<file path="config.mk">
export PLATFORM = sky130hd
export DESIGN_NAME = stream_eval_controller_flat
export DESIGN_NICKNAME = d
export VERILOG_FILES = /design/src/rtl/eval_ctrl_pkg.sv /design/src/rtl/stream_eval_controller_if.sv /design/src/rtl/line_counter.sv /design/src/rtl/stream_eval_controller.sv /design/src/flat_wrapper.sv
export SDC_FILE = /design/constraint.sdc
export NUM_CORES = 1
export LEC_CHECK = 0
export CAP_MARGIN = 5
export CORE_AREA = 2 2 39 41
export CTS_CLUSTER_DIAMETER = 120
export DETAILED_ROUTE_END_ITERATION = 6
export DIE_AREA = 0 0 41 43
export PLACE_DENSITY = 0.74
export SLEW_MARGIN = 15
export SYNTH_ARGS = -nofsm -noshare
export SYNTH_HDL_FRONTEND = slang
export SYNTH_SLANG_ARGS = --single-unit
</file>
<file path="constraint.sdc">
create_clock -name clk -period 2.6 [get_ports clk]
set_input_delay 0.65 -clock clk [delete_from_list [all_inputs] [get_ports clk]]
set_output_delay 0.65 -clock clk [all_outputs]
set_load 0.01 [all_outputs]
</file>
<file path="src/rtl/eval_ctrl_pkg.sv">
// Shared types and defaults for the stream evaluation controller.
// Pure declarations: no latency, no flow control.
package eval_ctrl_pkg;

    localparam int DEF_NUM_LINES = 64;
    localparam int DEF_IDX_W     = 6;

    typedef enum logic [2:0] {
        ST_IDLE      = 3'd0,
        ST_INIT      = 3'd1,
        ST_READ      = 3'd2,
        ST_REG_WRITE = 3'd3,
        ST_CAL       = 3'd4,
        ST_WRITE     = 3'd5,
        ST_DONE      = 3'd6
    } state_t;

endpackage

</file>
<file path="src/rtl/stream_eval_controller_if.sv">
// Control/handshake bundle between the evaluation controller and its datapath/file writer.
// Wiring only: no latency; wr_ready is the writer's backpressure into the controller.
interface stream_eval_controller_if
    import eval_ctrl_pkg::*;
#(
    parameter int IDX_W = DEF_IDX_W
);
    logic             start;
    logic             abort;
    logic             cal_done;
    logic             wr_ready;
    logic             clr;
    logic             read_file;
    logic             write_reg;
    logic             write_file;
    logic [IDX_W-1:0] line_index;
    logic             busy;
    logic             finish;

    // master is the controller side
    modport master (
        input  start, abort, cal_done, wr_ready,
        output clr, read_file, write_reg, write_file, line_index, busy, finish
    );

    modport slave (
        output start, abort, cal_done, wr_ready,
        input  clr, read_file, write_reg, write_file, line_index, busy, finish
    );
endinterface

</file>
<file path="src/rtl/line_counter.sv">
// Saturating line counter: clear has priority, inc stops at NUM_LINES-1; 1-cycle update.
// No backpressure; terminal is combinational from the current count.
module line_counter #(
    parameter int NUM_LINES = 64,
    parameter int IDX_W     = 6
) (
    input  logic             clk,
    input  logic             rst,
    input  logic             clear,
    input  logic             inc,
    output logic [IDX_W-1:0] count,
    output logic             terminal
);
    localparam logic [IDX_W-1:0] LAST = IDX_W'(NUM_LINES - 1);

    always_ff @(posedge clk or posedge rst) begin
        if (rst) begin
            count <= '0;
        end else if (clear) begin
            count <= '0;
        end else if (inc && !terminal) begin
            count <= count + IDX_W'(1);
        end
    end

    assign terminal = (count == LAST);
endmodule

</file>
<file path="src/rtl/stream_eval_controller.sv">
// Sequences clear/read, then per line REG_WRITE -> CAL -> WRITE, then a finish pulse; Moore outputs.
// Stalls in CAL until cal_done and in WRITE until wr_ready; abort returns to IDLE next edge.
module stream_eval_controller
    import eval_ctrl_pkg::*;
#(
    parameter int NUM_LINES = DEF_NUM_LINES,
    parameter int IDX_W     = DEF_IDX_W
) (
    input  logic                     clk,
    input  logic                     rst,
    stream_eval_controller_if.master ctl
);
    generate
        if (NUM_LINES < 1 || NUM_LINES > (1 << IDX_W)) begin : g_bad_params
            $error("stream_eval_controller: NUM_LINES out of range for IDX_W");
        end
    endgenerate

    state_t           state;
    state_t           state_nxt;
    logic             cnt_clear;
    logic             cnt_inc;
    logic             cnt_terminal;
    logic [IDX_W-1:0] cnt;

    line_counter #(
        .NUM_LINES (NUM_LINES),
        .IDX_W     (IDX_W)
    ) u_line_counter (
        .clk      (clk),
        .rst      (rst),
        .clear    (cnt_clear),
        .inc      (cnt_inc),
        .count    (cnt),
        .terminal (cnt_terminal)
    );

    always_ff @(posedge clk or posedge rst) begin
        if (rst) begin
            state <= ST_IDLE;
        end else begin
            state <= state_nxt;
        end
    end

    // abort is checked before any per-state condition so it wins every tie
    always_comb begin
        state_nxt = state;
        cnt_clear = 1'b0;
        cnt_inc   = 1'b0;
        if (state != ST_IDLE && ctl.abort) begin
            state_nxt = ST_IDLE;
            cnt_clear = 1'b1;
        end else begin
            case (state)
                ST_IDLE:      if (ctl.start) state_nxt = ST_INIT;
                ST_INIT: begin
                    cnt_clear = 1'b1;
                    state_nxt = ST_READ;
                end
                ST_READ:      state_nxt = ST_REG_WRITE;
                ST_REG_WRITE: state_nxt = ST_CAL;
                ST_CAL:       if (ctl.cal_done) state_nxt = ST_WRITE;
                ST_WRITE: begin
                    if (ctl.wr_ready) begin
                        if (cnt_terminal) begin
                            state_nxt = ST_DONE;
                        end else begin
                            cnt_inc   = 1'b1;
                            state_nxt = ST_REG_WRITE;
                        end
                    end
                end
                ST_DONE:      state_nxt = ST_IDLE;
                default:      state_nxt = ST_IDLE;
            endcase
        end
    end

    assign ctl.clr        = (state == ST_INIT);
    assign ctl.read_file  = (state == ST_INIT);
    assign ctl.write_reg  = (state == ST_REG_WRITE);
    assign ctl.write_file = (state == ST_WRITE);
    assign ctl.busy       = (state != ST_IDLE);
    assign ctl.finish     = (state == ST_DONE);
    assign ctl.line_index = cnt;
endmodule

</file>
<file path="src/flat_wrapper.sv">
// flat-port wrapper written by rule: the top's interface ports become plain ports
module stream_eval_controller_flat import eval_ctrl_pkg::*;
#(
    parameter int NUM_LINES = DEF_NUM_LINES,
    parameter int IDX_W     = DEF_IDX_W
)
  (clk, rst, ctl_start, ctl_abort, ctl_cal_done, ctl_wr_ready, ctl_clr, ctl_read_file, ctl_write_reg, ctl_write_file, ctl_line_index, ctl_busy, ctl_finish);
  stream_eval_controller_if #(.IDX_W(IDX_W)) ctl_i ();
  input  logic clk;
  input  logic rst;
  input wire logic [$bits(ctl_i.start)-1:0] ctl_start;
  input wire logic [$bits(ctl_i.abort)-1:0] ctl_abort;
  input wire logic [$bits(ctl_i.cal_done)-1:0] ctl_cal_done;
  input wire logic [$bits(ctl_i.wr_ready)-1:0] ctl_wr_ready;
  output wire logic [$bits(ctl_i.clr)-1:0] ctl_clr;
  output wire logic [$bits(ctl_i.read_file)-1:0] ctl_read_file;
  output wire logic [$bits(ctl_i.write_reg)-1:0] ctl_write_reg;
  output wire logic [$bits(ctl_i.write_file)-1:0] ctl_write_file;
  output wire logic [$bits(ctl_i.line_index)-1:0] ctl_line_index;
  output wire logic [$bits(ctl_i.busy)-1:0] ctl_busy;
  output wire logic [$bits(ctl_i.finish)-1:0] ctl_finish;
  assign ctl_i.start = ctl_start;
  assign ctl_i.abort = ctl_abort;
  assign ctl_i.cal_done = ctl_cal_done;
  assign ctl_i.wr_ready = ctl_wr_ready;
  assign ctl_clr = ctl_i.clr;
  assign ctl_read_file = ctl_i.read_file;
  assign ctl_write_reg = ctl_i.write_reg;
  assign ctl_write_file = ctl_i.write_file;
  assign ctl_line_index = ctl_i.line_index;
  assign ctl_busy = ctl_i.busy;
  assign ctl_finish = ctl_i.finish;
  stream_eval_controller #(.NUM_LINES(NUM_LINES), .IDX_W(IDX_W)) u_core (.clk(clk), .rst(rst), .ctl(ctl_i));
endmodule
</file>
==> impl_metrics.toml, run 1 <==
[cts]
root_buffer = "clkbuf_4"
ctsHoldBuffers = 0
clock_sinks = 9
clk_path_buf_depth = 2
cts_tree = "done"
cts_inserted_buffers = 3
cts_resized = 0
htreeDepth = 1
path_clk_slew_ns = 0.07
clk_latency_ns = 0.27
cts_setup_buffers = 0

[floorplanning]
initial_utilization_pct = 42.59
die_w_um = 41
die_area_um2 = 1763
core-area_um2 = 1384
rows = 14
num_io_pins = 18
die_h_um = 43

[synthesis]
synth_cells = 68
synth_area_um2 = 589.3
yosysWarnings = 0
seq_area_frac_synth_pct = 38.22
yosysUniqueCellTypes = 30
yosys_register_bits = 9
synth_fp_nets = 75
syn_area_per_cell_um2 = 8.666

[detailed_routing]
wl_per_cell_um = 12.59
vias = 552
first_iter_violations = 14
wirelength_um = 1284
via_per_inst = 5.412
drc_errors = 0
dr.pass1.iters = 4
antenna_left = 0

[setup_path]
end_kind = "output pin"
cp_max_fo = 12
required_ns = 1.95
critical_path_class = "reg -> out"
crit_arrival_ns = 1.69
start_kind = "flip-flop"
worst-r2r-setup-slack_ns = 0.89
ff2ff_path_depth = 5

[pwr]
p_sw_share_pct = 38.30
internal_power_mw = 0.3577
power.density_nw_per_um2 = 740.2
p_comb_share_pct = 43.9
p_leak_nw = 0.3354
power.share.clock_pct = 19.6
peakVddDrop_mv = 0.3321
switching_power_mw = 0.2221
seqPwrFrac_pct = 36.5

[sta]
fin_crit_ns = 2.344
maxSlewViolCount = 0
worst_pin_slew_ns = 0.4323
setup-violations-final = 0
min_period_over_period_pct = 90.15
hold_viol = 0
rsz0062_at_grt = "no"
holdWs_ns = 0.5708
skew_ns = 0.007343
max_slew_margin_pct = 70.99
setup_slack_ns = 0.2561
max_freq_mhz = 426.6
setup-tns-final_ns = 0

[global_routing]
grt_max_degree = 13
grt_pass1_vias = 477
antenna_found_initial = 0
grt_pass1_wl_um = 2049
grt-ovfl-total = 0
grt.total_usage_pct = 17.36

[placed_design]
preCtsSetupSlack_ns = 0.5630
portBuffers = 17
placedInstanceArea_um2 = 757.0
gp_congestion = 0.7982
dpl.hpwl_um = 969.1

[job]
maxCapViolCount = 0

[layout]
multi_input_area_um2 = 322.8
final_common_cell = "clkdlybuf4s50_1"
regArea_um2 = 225.2
diodes = 0
nets = 94
final_layout_size_suffix_gt1_share_pct = 5.814
fillers = 137
fin_util_pct = 56.60
fin_area_um2 = 783.3
final_cell_mix = "clkdlybuf4s50_1, dfrtp_1"
area_delta_synth_final_pct = 32.91

[hold_path]
hold_path_class = "reg -> reg"
hold_depth = 1

[run_status]
status = "finished, final reports clean"
-- routing by layer --
layer,up-vias,part of all wire (%),global-route usage [%]
met1,258,46,24.67
met5,-,0,0
met3,3,4.4,5.236
met4,0,1.5,6.000
met2,9,48,24.38
li1,282,-,-
-- power by group through the flow --
stage,clock (mW),combinational (mW),sequential (mW)
2_1_floorplan,0,0.161,0.203
3_3_place_gp,0,0.258,0.210
3_5_place_dp,0,0.256,0.214
4_1_cts,0.114,0.258,0.211
5_1_grt,0.121,0.285,0.217
6_report,0.114,0.255,0.211
-- synth_stat cells --
cell type  instances  share of area, %
a21oi_1            5               4.2
and3_1             2               2.1
and3b_1            1               1.5
buf_4              1               1.3
buf_6              1               1.9
clkbuf_1           1              0.64
dfrtp_1            9                38
ha_1               1               2.1
inv_1              5               3.2
mux2i_1            2               3.4
nand2_1            5               3.2
nand2b_1           2               2.1
nand3_1            4               3.4
nand3b_1           1               1.3
nand4_4            1               3.6
nor2_1             5               3.2
nor2b_1            3               3.2
nor3_1             1              0.85
nor3b_1            1               1.3
o2111ai_1          1               1.5
o21a_1             1               1.3
o21ai_0            5               4.2
o21ai_1            2               1.7
o22a_1             1               1.5
o311ai_0           1               1.5
o31ai_1            2               2.5
or3_1              1               1.1
or3_2              1               1.3
or4_1              1               1.3
xor2_1             1               1.5
-- metrics by stage --
| step | cells | total power [mW] |
|---|---|---|
| after CTS | 102 | 0.5836 |
| after floorplan | 68 | 0.3642 |
| after global routing | 102 | 0.6227 |
| final | 102 | 0.5797 |
| after global placement | 98 | 0.4679 |
| after detailed placement | 98 | 0.4694 |
-- layout make-up --
cell class,instances,share of cell area [%]
flip-flops and latches,9,28.75
inverters,5,2.396
well taps,16,2.556
multi-input cells,51,41.21
clock buffers,4,3.355
repair buffers,17,21.73
-- logic make-up (layout without fill, tap and decap cells) --
kind of cell | count (synthesis) | after routing | synth area share, %
fa+ha+maj | 1 | 1 | 2.123
simple gates | 29 | 29 | 29.30
flops | 9 | 9 | 38.22
buf+inv | 8 | 26 | 7.006
compound gates | 18 | 18 | 18.47
xor+xnor | 1 | 1 | 1.486
mux | 2 | 2 | 3.397
-- registers in the layout, summed over array words and instances (netlist names) --
signal and count:
u_core.state 3, u_core.u_line_counter.count 6
-- critical path: stages, from the launching register on --
cell             delay (ns)
dfrtp_1                0.49
and3b_1                0.35
clkdlybuf4s50_1        0.58
-- final timing paths --
kind,start,end
max,u_core.state[2]$_DFFE_PP0P_,ctl_write_file
min,u_core.state[0]$_DFFE_PP0P_,u_core.state[0]$_DFFE_PP0P_
max reg2reg,u_core.u_line_counter.count[0]$_DFFE_PP0P_,u_core.u_line_counter.count[1]$_DFFE_PP0P_
min reg2reg,u_core.state[0]$_DFFE_PP0P_,u_core.state[0]$_DFFE_PP0P_
max in group asynchronous,rst,u_core.u_line_counter.count[1]$_DFFE_PP0P_
min in group asynchronous,rst,u_core.state[1]$_DFFE_PP0P_
No activity file was read; power rests on OpenSTA's default activity.
==> run 2: changes to the inputs <==
--- a/config.mk
+++ b/config.mk
@@ -11,7 +11,7 @@
 export DETAILED_ROUTE_END_ITERATION = 6
 export DIE_AREA = 0 0 41 43
 export PLACE_DENSITY = 0.74
-export SLEW_MARGIN = 15
+export SLEW_MARGIN = 0
 export SYNTH_ARGS = -nofsm -noshare
 export SYNTH_HDL_FRONTEND = slang
 export SYNTH_SLANG_ARGS = --single-unit
==> results of run 2 <==
The final DEF is identical to that of run 1; final timing and power are the same.
